<file path="src/rtl/rgmii_send.sv">
// GMII transmit framer for the 1000T RGMII path: preamble, SFD, payload, zero pad,
// CRC32 FCS and an enforced inter-frame gap. Bytes feed ddio_out for nibble splitting.
module rgmii_send #(
   parameter int PREAMBLE_LEN = 7,
   parameter int MIN_PAYLOAD  = 60,
   parameter bit PAD_EN       = 1'b1,
   parameter int IFG_BYTES    = 12
) (
   input  logic       clock,
   input  logic       reset_n,
   input  logic [7:0] tx_data,
   input  logic       tx_valid,
   input  logic       tx_last,
   output logic       tx_ready,
   output logic [7:0] phy_data,
   output logic       phy_en,
   output logic       phy_er,
   output logic       underrun,
   output logic       tx_done
);

   localparam logic [3:0]  PRE_LAST  = 4'(PREAMBLE_LEN);
   localparam logic [10:0] MIN_CNT   = 11'(MIN_PAYLOAD);
   localparam logic [4:0]  IFG_LD    = 5'(IFG_BYTES);
   localparam logic [4:0]  IFG_LD_M1 = 5'(IFG_BYTES - 1);

   typedef enum logic [2:0] {IDLE, PRE, SFD, DATA, PAD, FCS, IFG, DRAIN} state_t;

   state_t      state;
   logic [3:0]  pre_cnt;
   logic [10:0] byte_cnt;
   logic [10:0] cnt_inc;
   logic [31:0] crc;
   logic [31:0] fcs;
   logic [1:0]  fcs_idx;
   logic [4:0]  ifg_cnt;

   // Reflected CRC32 (0xEDB88320), one byte LSB-first.
   function automatic logic [31:0] crc_byte(input logic [31:0] c, input logic [7:0] d);
      logic [31:0] r;
      r = c ^ {24'h0, d};
      for (int i = 0; i < 8; i++)
         r = r[0] ? ((r >> 1) ^ 32'hEDB88320) : (r >> 1);
      return r;
   endfunction

   assign cnt_inc  = (byte_cnt == 11'h7FF) ? byte_cnt : byte_cnt + 11'd1;
   assign fcs      = ~crc;
   assign tx_ready = (state == SFD) || (state == DATA) || (state == DRAIN);

   // Every output register holds the value for the cycle owned by the state entered
   // at the same edge, so an accepted beat shows on phy_data exactly one cycle later.
   always_ff @(posedge clock) begin
      if (!reset_n) begin
         state    <= IDLE;
         phy_data <= 8'h00;
         phy_en   <= 1'b0;
         phy_er   <= 1'b0;
         underrun <= 1'b0;
         tx_done  <= 1'b0;
         pre_cnt  <= 4'd0;
         byte_cnt <= 11'd0;
         crc      <= 32'hFFFFFFFF;
         fcs_idx  <= 2'd0;
         ifg_cnt  <= 5'd0;
      end else begin
         phy_data <= 8'h00;
         phy_en   <= 1'b0;
         phy_er   <= 1'b0;
         underrun <= 1'b0;
         tx_done  <= 1'b0;
         case (state)
            IDLE: begin
               if (tx_valid && ifg_cnt == 5'd0) begin
                  state    <= PRE;
                  phy_en   <= 1'b1;
                  phy_data <= 8'h55;
                  pre_cnt  <= 4'd1;
               end
            end
            PRE: begin
               phy_en <= 1'b1;
               if (pre_cnt == PRE_LAST) begin
                  state    <= SFD;
                  phy_data <= 8'hD5;
                  crc      <= 32'hFFFFFFFF;
                  byte_cnt <= 11'd0;
               end else begin
                  phy_data <= 8'h55;
                  pre_cnt  <= pre_cnt + 4'd1;
               end
            end
            SFD, DATA: begin
               phy_en <= 1'b1;
               if (tx_valid) begin
                  phy_data <= tx_data;
                  crc      <= crc_byte(crc, tx_data);
                  byte_cnt <= cnt_inc;
                  fcs_idx  <= 2'd0;
                  if (tx_last)
                     state <= (PAD_EN && cnt_inc < MIN_CNT) ? PAD : FCS;
                  else
                     state <= DATA;
               end else begin
                  // Upstream starved mid-frame: poison the frame with one TX_ER byte.
                  phy_er   <= 1'b1;
                  underrun <= 1'b1;
                  state    <= DRAIN;
               end
            end
            PAD: begin
               phy_en   <= 1'b1;
               crc      <= crc_byte(crc, 8'h00);
               byte_cnt <= cnt_inc;
               if (cnt_inc >= MIN_CNT)
                  state <= FCS;
            end
            FCS: begin
               phy_en   <= 1'b1;
               phy_data <= fcs[{fcs_idx, 3'b000} +: 8];
               fcs_idx  <= fcs_idx + 2'd1;
               if (fcs_idx == 2'd3) begin
                  tx_done <= 1'b1;
                  state   <= IFG;
                  ifg_cnt <= IFG_LD;
               end
            end
            IFG: begin
               if (ifg_cnt <= 5'd1) begin
                  state   <= IDLE;
                  ifg_cnt <= 5'd0;
               end else begin
                  ifg_cnt <= ifg_cnt - 5'd1;
               end
            end
            DRAIN: begin
               // Cycle after the final discarded beat is already the first idle cycle.
               if (tx_valid && tx_last) begin
                  state   <= IFG;
                  ifg_cnt <= IFG_LD_M1;
               end
            end
            default: state <= IDLE;
         endcase
      end
   end

endmodule
</file>
<file path="config.mk">
export PLATFORM = sky130hd
export DESIGN_NAME = rgmii_send
export DESIGN_NICKNAME = d
export VERILOG_FILES = /design/src/rtl/rgmii_send.sv
export SDC_FILE = /design/constraint.sdc
export NUM_CORES = 1
export LEC_CHECK = 0
export ABC_AREA = 0
export BUFFER_PORTS_ARGS = -buffer_cell sky130_fd_sc_hd__buf_2
export CAP_MARGIN = 30
export CORE_MARGIN = 2
export CORE_UTILIZATION = 62
export DETAILED_ROUTE_END_ITERATION = 10
export HOLD_SLACK_MARGIN = 0.15
export PLACE_DENSITY_LB_ADDON = 0.08
export SYNTH_ARGS = -nofsm -noshare
export SYNTH_HDL_FRONTEND = slang
export SYNTH_SLANG_ARGS = --single-unit
</file>
<file path="constraint.sdc">
create_clock -name clock -period 2.8 [get_ports clock]
set_input_delay 0.14 -clock clock [delete_from_list [all_inputs] [get_ports clock]]
set_output_delay 0.14 -clock clock [all_outputs]
set_load 0.01 [all_outputs]
</file>
==> metrics.yaml, run 1 <==
regArea_um2: 1361
ys_ff_latch: 68
drv_cap: 0
ys.flop_type: "dfxtp_1"
fin_crit_sh: 0.8721
nNetsFinal: 609
multiInputGateArea_um2: 3283
wl_per_cell_um: 19.13
fp-row-count: 32
ir_drop_mv: 0.8706
dpl.hpwl_mm: 9.373
switchingPower_mw: 3.172
power_frac_comb: 0.667
antenna_cells: 0
die_h_um: 92.51
ioPinCount: 25
firstDrtPassIters: 5
required_ns: 3.04
setup_viol: 0
fillers: 642
cp_top_family: "XOR/XNOR gates"
vias: 4358
p_int_mw: 3.838
cts_tree: "built"
cts_max_path_buffers: 2
grt_setup_unrepaired: "false"
die_w_um: 92.51
root_buffer: "clkbuf_8"
fin_setup_tns_ns: 0
hp-class: "in2reg"
clockPowerShare: 0.114
h-tree-depth: 3
drtIter0Drc: 393
place.gp.congestion: 0.9813
die-area_um2: 8558
cts_buffers: 9
vias_per_cell: 6.235
cts.sinks: 68
core_area_um2: 7647
final_antenna_net_count: 0
slew_headroom: 0.3562
crit_type: "in2reg"
totalWireLength_mm: 13.37
worst_slew_pin_slew_ns: 0.9622
grt_use_total: 0.3250
crit_buf_inv: 2
cts.reportedPaths.clkPinSlew_ns: 0.08
yosysSeqAreaShare: 0.2803
async_flop_share: 0
synth_edf_count: 0
ctsResizeCount: 0
grt_max_degree: 44
crit_fanout: 4
hold_viol_final: 0
synth_area_um2: 4857
antenna_found_initial: 0
portBuffers: 24
netSwitchingFraction: 0.4524
grt_overflow: 0
max_clock_freq_ghz: 0.4095
yosysUniqueCellTypes: 64
start_util: 0.6351
netlist_instances: 565
finalCriticalPeriod_ns: 2.442
grt_pass1_vias: 4094
slew_violations: 0
area_growth_pct: 10.30
drive_gt1_frac: 0.1441
status: "completed"
syn_avg_cell_area_um2: 8.597
grt_pass1_wl_mm: 21.39
utilization: 0.7006
crit_chain: "dlygate4sd3_1 > buf_2 > xnor2_1 > xnor3_2 > xor3_2 > xor2_1 > o221ai_1 > o21a_1"
critPathCaptureType: "flop"
powerDensity_nw_per_um2: 1308
drc: 0
start_kind: "primary input"
fin_skew_ns: 0.01085
synth_nets: 582
slowest_stage: "dlygate4sd3_1"
ys_warn_count: 0
leakage_nw: 1.946
critical_path_arrival_ns: 2.68
power_frac_seq: 0.219
clk_latency_ns: 0.35
slowest_delay_ns: 0.54
-- power groups by stage --
stage,Sequential (mW),Combinational (mW),Clock (mW)
after global routing,1.56,4.99,0.850
final,1.53,4.68,0.798
after global placement,1.54,4.51,0
after CTS,1.52,4.60,0.800
after floorplan,1.36,3.71,0
after detailed placement,1.54,4.53,0
-- Yosys cell counts (all sizes together) (3+ instances only) --
library cell,n,area (µm²)
a21oi,39,195.2
nor3,7,35.03
nand3,21,105.1
mux4,8,183.9
a221oi,6,52.55
o21ai,29,145.1
o211ai,9,67.56
nand2b,3,18.77
xnor2,84,777.0
dfxtp,68,1361
buf,11,71.32
inv,7,26.28
nand2,44,165.2
xor2,41,377.9
o21a,12,90.09
nor3b,6,45.04
a21boi,9,67.56
clkbuf,29,118.9
nor2b,9,56.30
and2,3,18.77
ha,5,62.56
a22oi,4,30.03
o221ai,16,140.1
xnor3,5,117.6
nor2,50,187.7
a21o,3,22.52
-- logic make-up (layout without fill, tap and decap cells) --
group	after synthesis	count (layout)	synth area share
buffers and inverters	47	79	0.04457
flip-flops	68	68	0.2803
XOR/XNOR	131	131	0.2671
adder cells (fa/ha/maj)	5	5	0.01288
multiplexers	9	9	0.04019
AND/OR/NAND/NOR	154	154	0.1455
AO/OA/AOI/OAI	151	151	0.2094
-- path summary, 6_finish.rpt --
path                                   to  cells past startpoint               startpoint  slack (ns)
hold reg to reg   pre_cnt[1]$_SDFFE_PN0P_                      2  pre_cnt[1]$_SDFFE_PN0P_        0.51
hold / removal     phy_data[6]$_SDFF_PN0_                      3               tx_data[6]        0.22
setup reg to reg     crc[21]$_SDFFE_PN1P_                      7      crc[1]$_SDFFE_PN1P_        0.43
setup / recovery     crc[20]$_SDFFE_PN1P_                      8               tx_data[1]        0.36
-- per-layer routing --
layer | up-vias | GRT usage | part of all wire
met2 | 219 | 0.4769 | 0.43
li1 | 2046 | - | -
met4 | 0 | 0.1318 | 0.025
met1 | 2066 | 0.4753 | 0.45
met5 | - | 0 | 0
met3 | 27 | 0.05207 | 0.091
-- worst register-to-register path, stage by stage, from the launching register on --
cell and delay (ns):
dfxtp_1 0.57, xor2_4 0.13, buf_4 0.20, xnor2_2 0.37
xnor3_1 0.51, a21oi_1 0.16, nor2b_1 0.06, o32a_1 0.27
-- sequential cells by signal (all words and copies together) (netlist names) --
name,cells
byte_cnt,11
crc,32
fcs_idx,2
ifg_cnt,5
phy_data,8
phy_en,1
pre_cnt,4
state,3
tx_done,1
underrun,1
-- per-stage QoR --
stage          instance area (µm²)  std cells  setup slack (ns)  hold WS [ns]  total power [mW]
5_1_grt                       5358        699            0.2348        0.2283             7.396
3_5_place_dp                  5114        677            0.5156        0.4141             6.076
4_1_cts                       5358        699            0.3913        0.2015             6.922
3_3_place_gp                  5114        677            0.5346        0.4026             6.045
6_report                      5358        699            0.3581        0.2152             7.010
2_1_floorplan                 4857        565            0.6035        0.2788             5.063
-- cell type report --
class	count	area share
clock buffers	11	0.02452
multi-input cells	450	0.6128
repair buffers	56	0.07006
inverters	7	0.004904
flip-flops and latches	68	0.2541
clock inverters	5	0.009808
well taps	102	0.02382
-- cell usage in the layout (no fill, tap or decap), types with 12 or more instances in the layout --
cell	instances
nand2_1	44
buf_2	24
o21a_1	12
xor2_1	40
dfxtp_1	68
nor2_1	50
buf_4	26
a21oi_1	39
o21ai_0	27
nand3_1	21
o221ai_1	16
xnor2_1	80
-- what timing repair did --
item                      in CTS  in global routing
hold endpoints to repair      10                  0
setup buffers                  0                  0
hold buffers                   6                  0
(Power assumes the default switching activity.)
==> run 2, diff against run 1 <==
--- a/config.mk
+++ b/config.mk
@@ -13,5 +13,5 @@
 export DETAILED_ROUTE_END_ITERATION = 10
 export HOLD_SLACK_MARGIN = 0.15
-export PLACE_DENSITY_LB_ADDON = 0.08
+export PLACE_DENSITY = 0.88
 export SYNTH_ARGS = -nofsm -noshare
 export SYNTH_HDL_FRONTEND = slang
==> constraint.sdc (replaced) <==
create_clock -name clock -period 2.8 [get_ports clock]
set_input_delay 0.14 -clock clock [delete_from_list [all_inputs] [get_ports clock]]
set_output_delay 0.14 -clock clock [all_outputs]
set_load 0.005 [all_outputs]
==> run 2 against run 1 <==
Net effect: sequential share of layout area down 0.11 points; highest routed layer unchanged; clock skew up 0.0020 ns; first-iteration DRC count up 34%; clock-buffer cell count down 2; largest power group unchanged; largest cell class unchanged; sequential power about the same; non-clock buffer count up 2.
==> metrics.yaml, run 2 (synthesis results as in run 1) <==
cts.reportedPaths.clkPinSlew_ns: 0.08
critPathCaptureType: "flop"
cts_tree: "built"
vias_per_cell: 6.472
clockPowerShare: 0.118
holdBufCountCts: 3
area_growth_pct: 10.79
powerDensity_nw_per_um2: 1316
wl_per_cell_um: 19.12
crit_buf_inv: 1
root_buffer: "clkbuf_8"
clk_latency_ns: 0.35
firstDrtPassIters: 7
utilization: 0.7037
cp.depth: 6
largest_reg_flops: 32
power.total_mw: 7.083
grt_overflow: 0
die-area_um2: 8558
die_h_um: 92.51
final_antenna_net_count: 0
power_frac_comb: 0.662
gr-usage-met2: 0.5000
min_from: "reset_n"
h-tree-depth: 3
whs_path_depth: 2
gr-usage-met1: 0.4171
worst_slew_pin_slew_ns: 1.031
setup_viol: 0
crit_top_cell: "nor2_1"
antenna_cells: 0
drtIter0Drc: 527
cts.sinks: 68
timing.rr.start: "state[1]$_SDFFE_PN0P_"
start_kind: "flop"
final_common_cell: "xnor2_1"
die_w_um: 92.51
crit_chain: "nor2_1 > buf_4 > nor2_1 > o21ai_0 > a32oi_1 > nor2b_1"
required_ns: 3.04
ioPinCount: 25
fin_skew_ns: 0.01286
cts_max_path_buffers: 2
vias: 4537
crit_fanout: 20
slew_violations: 0
cts_setup_buffers: 0
cp_top_family: "simple AND/OR/NAND/NOR gates"
place_inst: 682
start_util: 0.6351
totalWireLength_mm: 13.40
ir_drop_mv: 1.148
hp-class: "in2reg"
fin_crit_sh: 0.8898
leakage_nw: 1.961
pre_cts_ws_ns: 0.4413
switchingPower_mw: 3.195
grt_setup_unrepaired: "false"
rr_worst_depth: 6
critical_path_arrival_ns: 2.74
crit_type: "reg2reg"
portBuffers: 24
core_area_um2: 7647
fp-row-count: 32
grt_pass1_wl_mm: 21.07
drc: 0
fin_setup_tns_ns: 0
stdcell_count: 701
ctsResizeCount: 0
r2r-end: "byte_cnt[1]$_SDFFE_PN0P_"
regMostFlops: "crc"
slowest_stage: "nor2_1"
grt_pass1_vias: 4251
netSwitchingFraction: 0.4511
nNetsFinal: 611
finalCriticalPeriod_ns: 2.491
p_int_mw: 3.887
place.gp.congestion: 1.002
antenna_found_initial: 0
grt_use_total: 0.3165
dpl.hpwl_mm: 9.397
slowest_delay_ns: 0.81
grt_max_degree: 24
use_met3: 0.06347
power_frac_seq: 0.221
regToRegSetupSlack_ns: 0.31
hold_end: "crc[14]$_SDFFE_PN1P_"
max_clock_freq_ghz: 0.4014
fin_ws_ns: 0.3086
final_cell_mix: "xnor2_1 (80), dfxtp_1 (68), nor2_1 (50), nand2_1 (44), xor2_1 (40)"
status: "completed"
slew_headroom: 0.3099
top_usage_layer: "met2"
drv_cap: 0
hold_viol_final: 0
reg_top3: "crc (32), byte_cnt (11), phy_data (8)"
drive_gt1_frac: 0.1553
cts_buffers: 9
## run 2: area by class of cell
cell class                      instances  area [µm²]
Multi-Input combinational cell        450        3283
Fill cell                             595        2266
Sequential cell                        68        1361
Timing Repair Buffer                   58       382.9
Tap cell                              102       127.6
Clock buffer                            9       123.9
Clock inverter                          7       76.32
Inverter                                7       26.28
## run 2: how the worst max path moves through the flow
stage	end	slack (ns)	start
2_1_floorplan	crc[20]$_SDFFE_PN1P_	0.60	crc[1]$_SDFFE_PN1P_
3_3_place_gp	crc[21]$_SDFFE_PN1P_	0.46	crc[1]$_SDFFE_PN1P_
3_5_place_dp	byte_cnt[1]$_SDFFE_PN0P_	0.44	state[1]$_SDFFE_PN0P_
4_1_cts	byte_cnt[1]$_SDFFE_PN0P_	0.40	state[1]$_SDFFE_PN0P_
5_1_grt	byte_cnt[1]$_SDFFE_PN0P_	0.21	state[1]$_SDFFE_PN0P_
6_report	byte_cnt[1]$_SDFFE_PN0P_	0.31	state[1]$_SDFFE_PN0P_
## run 2: power groups by stage
stage | Sequential (mW) | Combinational, mW | Clock, mW
floorplan | 1.34 | 3.71 | 0
global placement | 1.56 | 4.44 | 0
detailed placement | 1.57 | 4.54 | 0
CTS | 1.55 | 4.59 | 0.840
global route | 1.59 | 5.00 | 0.882
finish | 1.56 | 4.69 | 0.833
## run 2: worst reg2reg max path: stages, from the launching register on
cell and delay, ns:
dfxtp_1 0.68, nor2_1 0.10, buf_4 0.23, nor2_1 0.82, o21ai_0 0.28, a32oi_1 0.21
nor2b_1 0.06
## run 2: layer usage
| metal | share of wire | up-vias |
|---|---|---|
| met5 | 0 | - |
| met4 | 0.041 | 0 |
| met3 | 0.099 | 64 |
| met2 | 0.45 | 316 |
| met1 | 0.41 | 2107 |
| li1 | - | 2050 |
## run 2: per-stage QoR
step | area (µm²) | hold slack (ns)
after global placement | 5151 | 0.4447
final | 5381 | 0.1678
after detailed placement | 5151 | 0.4404
after global routing | 5381 | 0.1746
after CTS | 5381 | 0.1545
after floorplan | 4857 | 0.2788
==> run 3, diff against run 2 <==
ABC_AREA = 1   (was 0)
CORE_UTILIZATION = 63   (was 62)
==> run 3 against run 2 <==
Net effect: worst setup slack better by 0.093 ns; wire length up 23%; non-clock buffer count decreased by 20; sequential power decreased by 3%; cell count up 44%; critical path depth rose by 4; synthesized cell count up 56%; sequential cell count unchanged; maximum frequency is 3.9% higher; hold slack better by 0.0018 ns; first-iteration DRC count rose by 17%; critical path type unchanged; critical endpoint is now byte_cnt[0]$_SDFFE_PN0P_; largest cell class unchanged.
==> metrics.yaml, run 3 <==
slew_violations: 0
yosysTopAreaCell: "dfxtp_1"
totalWireLength_mm: 16.45
cts_tree: "built"
die-area_um2: 9751
h-tree-depth: 3
worst_slew_pin_slew_ns: 0.9667
min_from: "tx_data[7]"
fin_setup_tns_ns: 0
die_w_um: 98.75
ir_drop_mv: 0.8169
start_util: 0.6485
status: "completed"
syn_avg_cell_area_um2: 6.419
netlist_instances: 881
rr_worst_depth: 10
grt_pass1_vias: 5315
power.total_mw: 6.403
area_growth_pct: 6.372
portBuffers: 24
grt_setup_unrepaired: "false"
drv_cap: 0
drc: 0
crit_type: "reg2reg"
ioPinCount: 25
max_clock_freq_ghz: 0.4170
timing.rr.start: "state[2]$_SDFFE_PN0P_"
slowest_stage: "dfxtp_1"
synth_most_common_cell: "nand2_1"
async_flop_share: 0
whs_path_depth: 3
core_area_um2: 8721
power_frac_seq: 0.236
cts.reportedPaths.clkPinSlew_ns: 0.08
clk_latency_ns: 0.37
ys.flop_type: "dfxtp_1"
finalCriticalPeriod_ns: 2.398
ys_warn_count: 0
final_antenna_net_count: 0
grt_pass1_wl_mm: 26.48
critical_path_arrival_ns: 2.68
largest_reg_flops: 32
cts_max_path_buffers: 2
r2r-end: "byte_cnt[0]$_SDFFE_PN0P_"
crit_fanout: 42
cts_buffers: 9
synth_area_um2: 5655
slowest_delay_ns: 0.43
reg_top3: "crc (32), byte_cnt (11), phy_data (8)"
start_kind: "flop"
fin_skew_ns: 0.01344
drtIter0Drc: 615
fp-row-count: 34
switchingPower_mw: 3.369
fin_crit_sh: 0.8565
final_common_cell: "nand2_1"
fillers: 775
cts.sinks: 68
crit_top_cell: "inv_2"
hold_end: "phy_data[7]$_SDFF_PN0_"
place.gp.congestion: 1.004
grt_max_degree: 54
critPathCaptureType: "flop"
synth_common_cells: "nand2_1 (246), a21oi_1 (73), nor2_1 (71)"
leakage_nw: 2.753
drive_gt1_frac: 0.1123
yosysSeqAreaShare: 0.2407
regToRegSetupSlack_ns: 0.40
ys_ff_latch: 68
vias: 5905
yosysUniqueCellTypes: 46
firstDrtPassIters: 5
grt_overflow: 0
nNetsFinal: 911
vias_per_cell: 5.864
crit_chain: "inv_2 > nand2_2 > inv_2 > nor2_4 > nand2_1 > nand2_1 > inv_2 > o21ai_1 > nor2_1 > nor3_1"
clockPowerShare: 0.139
hp-class: "in2reg"
die_h_um: 98.75
hold_viol_final: 0
dpl.hpwl_mm: 11.61
powerDensity_nw_per_um2: 1064
antenna_found_initial: 0
final_cell_mix: "nand2_1 (246), a21oi_1 (73), nor2_1 (71), inv_1 (69), dfxtp_1 (68)"
setup_viol: 0
required_ns: 3.08
ys_top_cells_by_area: "dfxtp_1 (24%), nand2_1 (16%), xor2_1 (8.2%)"
grt_use_total: 0.3418
synth_nets: 898
synth_edf_count: 0
slew_headroom: 0.3546
yosysTopAreaCellShare: 0.2407
netSwitchingFraction: 0.5261
antenna_cells: 0
wl_per_cell_um: 16.33
power_frac_comb: 0.625
regMostFlops: "crc"
p_int_mw: 3.034
cts_setup_buffers: 0
root_buffer: "clkbuf_8"
==> run 3: changes by cell type after synthesis, sizes merged, moves of 16 or more <==
cell / delta
o221ai: -16
o21ai: +38
nand2: +218
xor2: +17
xnor2: -50
a21oi: +34
nand3: +38
inv: +78
nor2: +25
==> run 3: worst max-delay path: cells and delay by family, from the launching register on <==
family                 cells  cell delay, ns
buffers and inverters      3            0.56
flip-flops                 1            0.43
AND/OR/NAND/NOR            6            1.10
AO/OA/AOI/OAI              1            0.22
==> run 3: cell families (layout without fill, tap and decap cells) <==
group / after synthesis / after routing / share of synthesized area
adders and majority gates: 5 / 5 / 0.01106
and+or+nand+nor: 419 / 419 / 0.3157
AOI/OAI and AO/OA: 175 / 175 / 0.1715
buffers and inverters: 122 / 140 / 0.09734
xor gates and xnor gates: 92 / 92 / 0.1637
DFF: 68 / 68 / 0.2407
==> run 3: metrics by stage <==
| step | utilization | std cells | setup WS, ns | area [µm²] | hold WS (ns) |
|---|---|---|---|---|---|
| 2_1_floorplan | - | 881 | 1.083 | 5655 | 0.2193 |
| 6_report | 0.6898 | 1007 | 0.4019 | 6016 | 0.1696 |
| 3_3_place_gp | 0.6600 | 986 | 0.5220 | 5756 | 0.4342 |
| 5_1_grt | 0.6898 | 1007 | 0.1731 | 6016 | 0.1705 |
| 3_5_place_dp | 0.6600 | 986 | 0.4502 | 5756 | 0.4298 |
| 4_1_cts | 0.6898 | 1007 | 0.4246 | 6016 | 0.1593 |
==> run 3: final cells by class <==
class                   instances  area (µm²)  area share
multi-input cells             691        3744      0.6223
flip-flops and latches         68        1361      0.2263
inverters                      86       327.8     0.05449
repair buffers                 38       237.7     0.03952
clock buffers                  11       151.4     0.02517
well taps                     108       135.1     0.02246
clock inverters                 5       58.81    0.009775
==> run 3: metal layers <==
layer,up-vias,part of all wire,GRT usage
li1,2871,-,-
met1,2610,0.40,0.4392
met2,349,0.45,0.5593
met3,75,0.098,0.06525
met4,0,0.045,0.1496
met5,-,0,0
==> run 3: worst max path at each step <==
stage                             startpoint                  endpoint  slack [ns]  cells after the start
finish                 state[2]$_SDFFE_PN0P_  byte_cnt[0]$_SDFFE_PN0P_        0.40                     10
global route           state[2]$_SDFFE_PN0P_  byte_cnt[0]$_SDFFE_PN0P_        0.17                     10
CTS                    state[2]$_SDFFE_PN0P_  byte_cnt[0]$_SDFFE_PN0P_        0.42                     10
detailed placement     state[2]$_SDFFE_PN0P_  byte_cnt[0]$_SDFFE_PN0P_        0.45                     10
global placement       state[2]$_SDFFE_PN0P_  byte_cnt[0]$_SDFFE_PN0P_        0.52                     10
floorplan           byte_cnt[0]$_SDFFE_PN0P_     state[2]$_SDFFE_PN0P_        1.08                     13
==> run 3: timing repair <==
action / in CTS / in global routing
hold endpoints to repair: 5 / 0
resized for setup: 0 / 0
hold buffers: 5 / 0
==> run 3: power groups by stage <==
stage	combinational (mW)	clock [mW]	sequential [mW]
after floorplan	3.18	0	1.37
after global placement	3.79	0	1.51
after detailed placement	3.86	0	1.51
after CTS	3.90	0.904	1.49
after global routing	4.41	0.943	1.52
final	4.01	0.889	1.51
